[src/rtl/alu_mul_seq.sv]
// Sequential shift-add unsigned multiplier that borrows the shared 32-bit ALU as its adder,
// issuing one add per clock for a fixed WIDTH-step latency.
module alu_mul_seq #(
    parameter int WIDTH = 16,
    parameter int CNT_W = 4
) (
    input  logic             clk_i,
    input  logic             rst_i,
    input  logic             start_i,
    input  logic [WIDTH-1:0] mcand_i,
    input  logic [WIDTH-1:0] mplier_i,
    output logic             busy_o,
    output logic             done_o,
    output logic [31:0]      product_o,
    output logic             zero_o,
    output logic [31:0]      alu_src1_o,
    output logic [31:0]      alu_src2_o,
    output logic [3:0]       alu_ctrl_o,
    input  logic [31:0]      alu_result_i,
    input  logic             alu_zero_i
);

    localparam logic [1:0] S_IDLE = 2'd0;
    localparam logic [1:0] S_RUN  = 2'd1;
    localparam logic [1:0] S_DONE = 2'd2;

    localparam logic [3:0] ALU_AND = 4'b0000;
    localparam logic [3:0] ALU_ADD = 4'b0010;

    logic [1:0]       state_q, state_d;
    logic [CNT_W-1:0] step_q, step_d;
    logic [31:0]      acc_q, acc_d;
    logic [31:0]      mcand_q, mcand_d;
    logic [WIDTH-1:0] mplier_q, mplier_d;
    logic [31:0]      product_q, product_d;
    logic             zero_q, zero_d;
    logic             last_step;

    assign last_step = (step_q == CNT_W'(WIDTH - 1));

    always_comb begin
        state_d   = state_q;
        step_d    = step_q;
        acc_d     = acc_q;
        mcand_d   = mcand_q;
        mplier_d  = mplier_q;
        product_d = product_q;
        zero_d    = zero_q;
        case (state_q)
            S_IDLE: begin
                if (start_i) begin
                    state_d  = S_RUN;
                    mcand_d  = {{(32 - WIDTH){1'b0}}, mcand_i};
                    mplier_d = mplier_i;
                    acc_d    = '0;
                    step_d   = '0;
                end
            end
            S_RUN: begin
                acc_d  = alu_result_i;
                step_d = step_q + CNT_W'(1);
                // The final ALU sum is also the product; publish it on the same edge.
                if (last_step) begin
                    state_d   = S_DONE;
                    product_d = alu_result_i;
                    zero_d    = alu_zero_i;
                end
            end
            S_DONE:  state_d = S_IDLE;
            default: state_d = S_IDLE;
        endcase
    end

    // Outside RUN the ALU sees AND of zeros so it stays quiet for other users.
    always_comb begin
        alu_ctrl_o = ALU_AND;
        alu_src1_o = '0;
        alu_src2_o = '0;
        if (state_q == S_RUN) begin
            alu_ctrl_o = ALU_ADD;
            alu_src1_o = acc_q;
            alu_src2_o = mplier_q[step_q] ? (mcand_q << step_q) : '0;
        end
    end

    always_ff @(posedge clk_i or negedge rst_i) begin
        if (!rst_i) begin
            state_q   <= S_IDLE;
            step_q    <= '0;
            acc_q     <= '0;
            mcand_q   <= '0;
            mplier_q  <= '0;
            product_q <= '0;
            zero_q    <= 1'b1;
        end else begin
            state_q   <= state_d;
            step_q    <= step_d;
            acc_q     <= acc_d;
            mcand_q   <= mcand_d;
            mplier_q  <= mplier_d;
            product_q <= product_d;
            zero_q    <= zero_d;
        end
    end

    assign busy_o    = (state_q == S_RUN);
    assign done_o    = (state_q == S_DONE);
    assign product_o = product_q;
    assign zero_o    = zero_q;

endmodule

[config.mk]
export PLATFORM = sky130hd
export DESIGN_NAME = alu_mul_seq
export DESIGN_NICKNAME = d
export VERILOG_FILES = /design/src/rtl/alu_mul_seq.sv
export SDC_FILE = /design/constraint.sdc
export NUM_CORES = 1
export LEC_CHECK = 0
export ABC_AREA = 1
export BUFFER_PORTS_ARGS = -buffer_cell sky130_fd_sc_hd__buf_2
export CAP_MARGIN = 10
export CORE_MARGIN = 2
export CORE_UTILIZATION = 34
export CTS_BUF_LIST = sky130_fd_sc_hd__clkbuf_2 sky130_fd_sc_hd__clkbuf_4 sky130_fd_sc_hd__clkbuf_8
export CTS_CLUSTER_DIAMETER = 100
export DETAILED_ROUTE_END_ITERATION = 10
export PLACE_DENSITY = 0.57
export REMOVE_ABC_BUFFERS = 1
export SYNTH_ARGS = -nofsm -noshare
export SYNTH_HDL_FRONTEND = slang
export SYNTH_SLANG_ARGS = --single-unit
[constraint.sdc]
create_clock -name clk_i -period 1.8 [get_ports clk_i]
set_input_delay 0.18 -clock clk_i [delete_from_list [all_inputs] [get_ports clk_i]]
set_output_delay 0.18 -clock clk_i [all_outputs]
set_load 0.1 [all_outputs]
After elaboration in Yosys (flattened, before gate mapping). Index checks and enable logic that the tools add are counted. Widths: inputs -> output; s select.

$add $sub $neg: 1. Order comparisons: 1. Equality and inequality tests: 5. Shift-type cells: 1. Multiplexer cells: 13. Reductions and logical operators: 6.

Operators with widths (number): $mux 32 (4); $pmux 32 s2 (1); $shl 16x4->32 (1); $pmux 4 s2 (1); $reduce_and 2->1 (4); $mux 2 (3); $lt 4x5->1 const B (1); $add 4x1->4 const B (1); $bmux 1 s4 (1); $eq 4x4->1 const B (1); $mux 4 (1); $pmux 2 s2 (1); $eq 2x1->1 const B (1); $eq 2x2->1 const B (1); $logic_not 2->1 (1); $ne 2x1->1 const B (1); $ne 2x2->1 const B (1); $reduce_bool 2->1 (1); $mux 1 (1).

Register bits after elaboration: 103. Input bits: 68. Output and inout port bits: 103. Logic and storage cells: 34.

Depth between registers and ports, before layout. Gate-level depths: netlist (run 1).

Depth in word-level cells: 4. Gate-level depth with buffers: 12. Depth with buffers taken out: 9.

Least setup slack after synthesis (run 1). OpenSTA, ideal clock, no wires.

Kind: register to output. Start point: register step_q[0]. End point: output alu_src2_o[2]. Arrival: 3.062 ns. Data required time: 1.620 ns. Setup slack: -1.442 ns. Cell stages (with the launch flop): 9. Buffers on the path: 3. Cells stage by stage: dfrtp_1 -> buf_6 -> inv_8 -> buf_8 -> buf_12 -> nand2_2 -> nand2_2 -> nand2_2 -> nor3_1.

Longest elaborated chain between the ends: 4. Elaborated cells between the ends (all ways): 5. Those cells by class: shift: 1; mux: 4.

RTL lines: from (decl) (RTL line 31) `logic [CNT_W-1:0] step_q, step_d;`; from (signal assigned) (RTL line 97) `step_q <= step_d;`; $bmux 1 s4 (RTL line 82) `alu_src2_o = mplier_q[step_q] ? (mcand_q << step_q) : '0;`; $mux 1 (not written as such) (RTL line 82); $mux 32 (*) (RTL line 82); $mux 32 (*) (RTL line 79) `if (state_q == S_RUN) begin`; to (decl) (RTL line 17) `output logic [31:0] alu_src2_o,`.

Mark *: on every way between the ends. The rest lies on a longest branch, timed or not. The select of a mux whose other input is x is not followed.

Worst setup path after layout (run 1).
Start point: register step_q[0]. End point: output alu_src2_o[22].

The elaborated chain is that of the path after synthesis.

==> impl_metrics.csv, run 1 <==
group,metric,value,unit
route,wl,16600,µm
floorplanning,row_count,46,
critical_path,r2r_slack,0.10,ns
synthesis,synthDistinctLibCells,30,
route,drt-pass1-iter-count,4,
clocking,worstSkewPairLatency,0.38,ns
route,wl_per_cell,15.1,µm
floorplanning,die_area,0.0171,mm²
critical_path,crit_path_start_kind,"flop",
clocking,clk_path_buf_depth,2,
outcome,failed_checks,"negative setup slack",
finish,num-nets-final,948,
grt,grt_pass1_vias,5097,
placement,io_buffers,166,
finish,layout-drive-gt1-share,0.445,
grt,grt_max_degree,59,
grt,grt.overflow.total,0,
critical_path,cp-end-kind,"output pin",
floorplanning,initial_core_util,0.346,
synthesis,synthFlopType,"dfrtp_1",
finish,final_area,0.00859,mm²
placement,place.gp.congestion,0.863,
clocking,path_clk_slew,0.11,ns
critical_path,reg2reg_to,"product_o[26]",
hold_path,hold_end,"acc_q[7]",
critical_path,r2r_cells,6,
synthesis,syn-cell-area,0.00546,mm²
synthesis,synthArstFlopShare,1.00,
sta,rsz0062_at_grt,"true",
clocking,cts_max_level,3,
floorplanning,core,0.0158,mm²
floorplanning,io_pins,171,
critical_path,crit_fanout,8,
synthesis,yosysSeqAreaShare,0.472,
sta,final_hold_viol_count,0,
synthesis,postSynthAreaPerCell,7.90,µm²
placement,dp_hpwl,11400,µm
sta,slew_violations,0,
finish,diodes,0,
synthesis,syn_inst,692,
synthesis,synth_edf_count,0,
grt,grtUsageTotal,0.192,
synthesis,ys_seq_elements,103,
critical_path,criticalPathCategory,"flop to output pin",
outcome,status,"finished with violations",
synthesis,synth.top_cells.by_area,"dfrtp_1 (47%), nand2_1 (13%), inv_1 (6.5%), nand3_1 (5.5%), nor2_1 (4.3%)",
critical_path,r2r_start,"step_q[2]",
critical_path,cp.required,1.62,ns
route,viasPerCell,4.68,
grt,grt_pass1_wl,25500,µm
placement,dpl_cell_area,0.00758,mm²
floorplanning,die_w,131,µm
synthesis,synth_top_area_share,0.467,
clocking,cts_tree,"yes",
route,dr.first_iter.drc_count,236,
clocking,clock_sinks,103,
grt,antenna_found_initial,0,
route,via_count,5143,
sta,finalCritPeriodShare,1.17,
sta,setup_slack,-0.312,ns
flow_run,maxCapViolCount,0,
synthesis,synth_top_area_cell,"dfrtp_1",
clocking,cts_root_buffer,"clkbuf_8",
synthesis,ys_warn_count,0,
sta,setup_violations,45,
clocking,cts_buffers,9,
route,ant_nets,0,
hold_path,min-delay-start,"alu_result_i[7]",
floorplanning,die_h,131,µm
hold_path,hold_path.class,"primary input to flop",
hold_path,hold_path_depth,3,
finish,area_growth,57.3,%
finish,utilization,0.545,
sta,fmax,0.474,GHz
sta,skew,0.0137,ns
sta,finalCriticalPeriod,2.11,ns
critical_path,worst_ep_arrival_time,1.93,ns
route,drc,0,
## cell type report
type / instances / area (µm²)
Multi-Input combinational cell: 451 / 2740
Timing Repair inverter: 1 / 6.26
Inverter: 98 / 388
Fill cell: 1474 / 7180
Sequential cell: 103 / 2580
Clock inverter: 6 / 75.1
Timing Repair Buffer: 215 / 2410
Tap cell: 216 / 270
Clock buffer: 10 / 131
## repair_timing
item | 4_1_cts | 5_1_grt
pin swaps | 18 | 11
resized for setup | 113 | 61
buffers inserted | 1 | 8
hold buffers | 5 | 0
endpoints found under the setup margin | 65 | 80
gates cloned | 3 | 4
hold endpoints to repair | 27 | 0
## stage by stage
stage	hold WS [ns]	instances	TNS (ns)	worst slack (ns)
floorplan	-0.116	651	-135.51	-2.09
global placement	0.111	1064	0	0.0621
detailed placement	0.110	1064	0	0.0452
CTS	0.000402	1089	-8.62	-0.318
global route	0.00499	1100	-15.45	-0.456
finish	0.0218	1100	-8.63	-0.312
## logic make-up (layout without fill, tap and decap cells)
| logic type | Yosys count | count (layout) | share of synthesized area |
|---|---|---|---|
| AOI/OAI and AO/OA | 86 | 86 | 0.0843 |
| xor gates and xnor gates | 2 | 2 | 0.00321 |
| adders and majority gates | 1 | 1 | 0.00229 |
| buffers and inverters | 142 | 330 | 0.123 |
| DFF | 103 | 103 | 0.472 |
| muxes | 16 | 16 | 0.0330 |
| other | 1 | 4 | 0.000686 |
| and+or+nand+nor | 341 | 342 | 0.281 |
## critical path: stages, from the launching register on
cell,delay [ns]
dfrtp_1,0.40
buf_6,0.15
inv_8,0.08
buf_12,0.15
nand2_2,0.08
nand3_2,0.08
nand3_1,0.08
nand2_1,0.10
nand2_1,0.07
nand2_1,0.06
nand2_1,0.06
inv_2,0.07
buf_12,0.16
## sequential cells by signal (all words and copies together), names as in the netlist
name       count
acc_q         32
product_o     32
mcand_q       16
mplier_q      16
step_q         4
state_q        2
zero_o         1
## worst max-delay path by stage
stage,from,to,slack (ns),cells after the start
floorplan,state_q[1],alu_src2_o[2],-2.09,5
detailed placement,step_q[0],alu_src2_o[18],0.05,11
global route,step_q[0],alu_src2_o[9],-0.46,12
global placement,step_q[0],alu_src2_o[17],0.06,12
CTS,step_q[0],alu_src2_o[19],-0.32,12
finish,step_q[0],alu_src2_o[22],-0.31,12
## cell usage in the layout (no fill, tap or decap), drive strengths merged, types with 2 or more instances in the layout
| master | instances |
|---|---|
| nand2 | 196 |
| o22ai | 24 |
| dlygate4sd3 | 5 |
| nand3 | 76 |
| a21oi | 18 |
| clkbuf | 13 |
| nor2 | 65 |
| mux2 | 16 |
| buf | 207 |
| dfrtp | 102 |
| o21ai | 44 |
| clkinv | 2 |
| conb | 4 |
| inv | 101 |
| nand4 | 4 |
## cells in the mapped netlist, types with 2 or more instances
master,instances
nand2_1,183
dfrtp_1,102
inv_1,94
nor2_1,63
nand3_1,60
o21ai_0,39
o22ai_1,24
buf_2,22
a21oi_1,18
mux2_2,16
nand3_2,16
buf_4,8
nand2_4,7
buf_6,5
clkbuf_1,5
nand2_2,5
o21ai_1,5
nand4_1,4
inv_2,3
buf_8,2
nor2_2,2
## layer usage
metal,vias up,part of all wire,GRT usage
met5,-,0,0
met4,0,0.0086,0.0350
met3,12,0.069,0.0672
met2,133,0.49,0.328
met1,2454,0.43,0.237
li1,2544,-,-
Power of run 1 is not shown: default switching activity piles up to over one toggle a cycle in this logic, so the estimate is an artifact.
==> run 2, diff against run 1 <==
--- a/config.mk
+++ b/config.mk
@@ -6,7 +6,7 @@
 export NUM_CORES = 1
 export LEC_CHECK = 0
 export ABC_AREA = 1
-export BUFFER_PORTS_ARGS = -buffer_cell sky130_fd_sc_hd__buf_2
+export BUFFER_PORTS_ARGS = -buffer_cell sky130_fd_sc_hd__buf_4
 export CAP_MARGIN = 10
 export CORE_MARGIN = 2
 export CORE_UTILIZATION = 34
==> run 2 against run 1 <==
The run still ends with negative setup slack left. Design area up 3.4%. Die area unchanged. Wire length up 4.5%. Via count up 2.6%. First-iteration DRC count down 1.3%. Fmax down 2.2%. Setup slack worse by 0.046 ns. Clock-buffer cell count down 1. Sequential cell count unchanged. Non-clock buffer count up 19. Clock skew up 0.0081 ns. Critical path depth down 1. Highest routed layer unchanged.
==> impl_metrics.csv, run 2 (synthesis results as in run 1) <==
group,metric,value,unit
clocking,cts_tree,"yes",
route,dr.first_iter.drc_count,233,
critical_path,crit_family,"simple AND/OR/NAND/NOR gates",
critical_path,crit_top_cell,"nand2_1",
floorplanning,die_h,131,µm
clocking,worstSkewPairLatency,0.39,ns
floorplanning,row_count,46,
outcome,status,"finished with violations",
critical_path,slowest_stage,"dfrtp_2",
critical_path,worst_ep_arrival_time,1.98,ns
floorplanning,die_area,0.0171,mm²
sta,rsz0062_at_grt,"true",
clocking,cts_max_level,3,
floorplanning,io_pins,171,
sta,skew,0.0218,ns
critical_path,r2r_start,"step_q[0]",
clocking,cts_buffers,9,
finish,layout-drive-gt1-share,0.415,
critical_path,path_buf_inv,4,
hold_path,hold_path.class,"primary input to flop",
critical_path,r2r_slack,0.09,ns
floorplanning,die_w,131,µm
finish,diodes,0,
floorplanning,core,0.0158,mm²
placement,place.gp.congestion,0.840,
grt,antenna_found_initial,0,
placement,io_buffers,166,
clocking,clock_sinks,103,
route,via_count,5277,
grt,grt_pass1_wl,26400,µm
sta,setup_slack,-0.358,ns
critical_path,criticalPathCategory,"flop to output pin",
sta,fmax,0.463,GHz
finish,final_common_cell,"nand2_1",
clocking,cts_root_buffer,"clkbuf_8",
grt,grt_pass1_vias,5313,
route,drc,0,
grt,grt_max_degree,39,
finish,area_growth,62.7,%
flow_run,maxCapViolCount,0,
finish,num-nets-final,966,
critical_path,reg2reg_to,"product_o[7]",
sta,finalCritPeriodShare,1.20,
hold_path,hold_end,"acc_q[5]",
finish,utilization,0.564,
route,wl_per_cell,15.5,µm
critical_path,cp.required,1.62,ns
sta,setup_violations,39,
critical_path,cp-end-kind,"output pin",
sta,final_hold_viol_count,0,
grt,grt.overflow.total,0,
hold_path,hold_path_depth,3,
floorplanning,initial_core_util,0.346,
grt,grtUsageTotal,0.198,
sta,slew_headroom,0.660,
route,drt-pass1-iter-count,4,
critical_path,cpPeakStageDelay,0.48,ns
critical_path,cp_cell_sequence,"buf_12 > buf_6 > nand2_1 > nand3_1 > nand3_1 > nand2_1 > nand2_1 > nand2_1 > nand2_1 > inv_1 > buf_12",
route,viasPerCell,4.72,
hold_path,min-delay-start,"alu_result_i[5]",
placement,dp_hpwl,11100,µm
sta,finalCriticalPeriod,2.16,ns
finish,final_cell_mix,"nand2_1 (171), buf_4 (136), dfrtp_1 (100)",
sta,tightestPinTransition,0.510,ns
finish,fill_cells,1464,
clocking,clk_path_buf_depth,2,
outcome,failed_checks,"negative setup slack",
critical_path,r2r_cells,8,
route,wl,17300,µm
critical_path,crit_path_start_kind,"flop",
critical_path,crit_fanout,13,
clocking,path_clk_slew,0.11,ns
route,ant_nets,0,
sta,slew_violations,0,
## run 2: through the flow
stage               worst slack [ns]  hold WS (ns)  TNS (ns)  std cells  cell area, µm²
floorplan                      -2.09        -0.116   -135.51        651            5180
global placement             -0.0627         0.194    -0.194       1074            7120
detailed placement           -0.0678         0.194    -0.783       1074            7120
CTS                           -0.392      0.000543    -10.53       1111            8160
global route                  -0.501       0.00778    -14.17       1118            8890
finish                        -0.358        0.0240     -9.24       1118            8890
## run 2: metal layers
layer,part of all wire,track usage,wire length (µm)
met1,0.41,0.248,7190
met2,0.50,0.332,8740
met3,0.064,0.0550,1110
met4,0.016,0.0632,280
met5,0,0,0
## run 2: cell type report
cell class                      count  area, µm²  area share
Timing Repair Buffer              234       2800       0.315
Multi-Input combinational cell    451       2660       0.299
Sequential cell                   103       2580       0.290
Inverter                           98        387      0.0435
Tap cell                          216        270      0.0304
Clock buffer                        9        124      0.0139
Clock inverter                      7       63.8     0.00718
## run 2: timing repair
action	in CTS	in global routing
hold buffers	15	0
buffers inserted	3	5
setup endpoints to repair	88	85
resized for setup	163	170
hold endpoints to repair	47	0
gates cloned	3	3
pin swaps	4	6
## run 2: worst max-delay path by stage
stage,from,to,cells after the start
2_1_floorplan,state_q[1],alu_src2_o[2],5
3_3_place_gp,step_q[0],alu_src2_o[21],11
3_5_place_dp,step_q[0],alu_src2_o[15],11
4_1_cts,step_q[0],alu_src2_o[15],11
5_1_grt,step_q[0],alu_src2_o[15],11
6_report,step_q[0],alu_src2_o[15],11
## run 2: worst reg2reg max path: stages (launching register included)
cell     delay [ns]
dfrtp_2        0.48
buf_4          0.19
ha_2           0.21
nand3_2        0.12
nor2_4         0.17
inv_4          0.09
buf_12         0.18
nand2_1        0.07
o21ai_0        0.08
Power of run 2 is left out for the same reason.
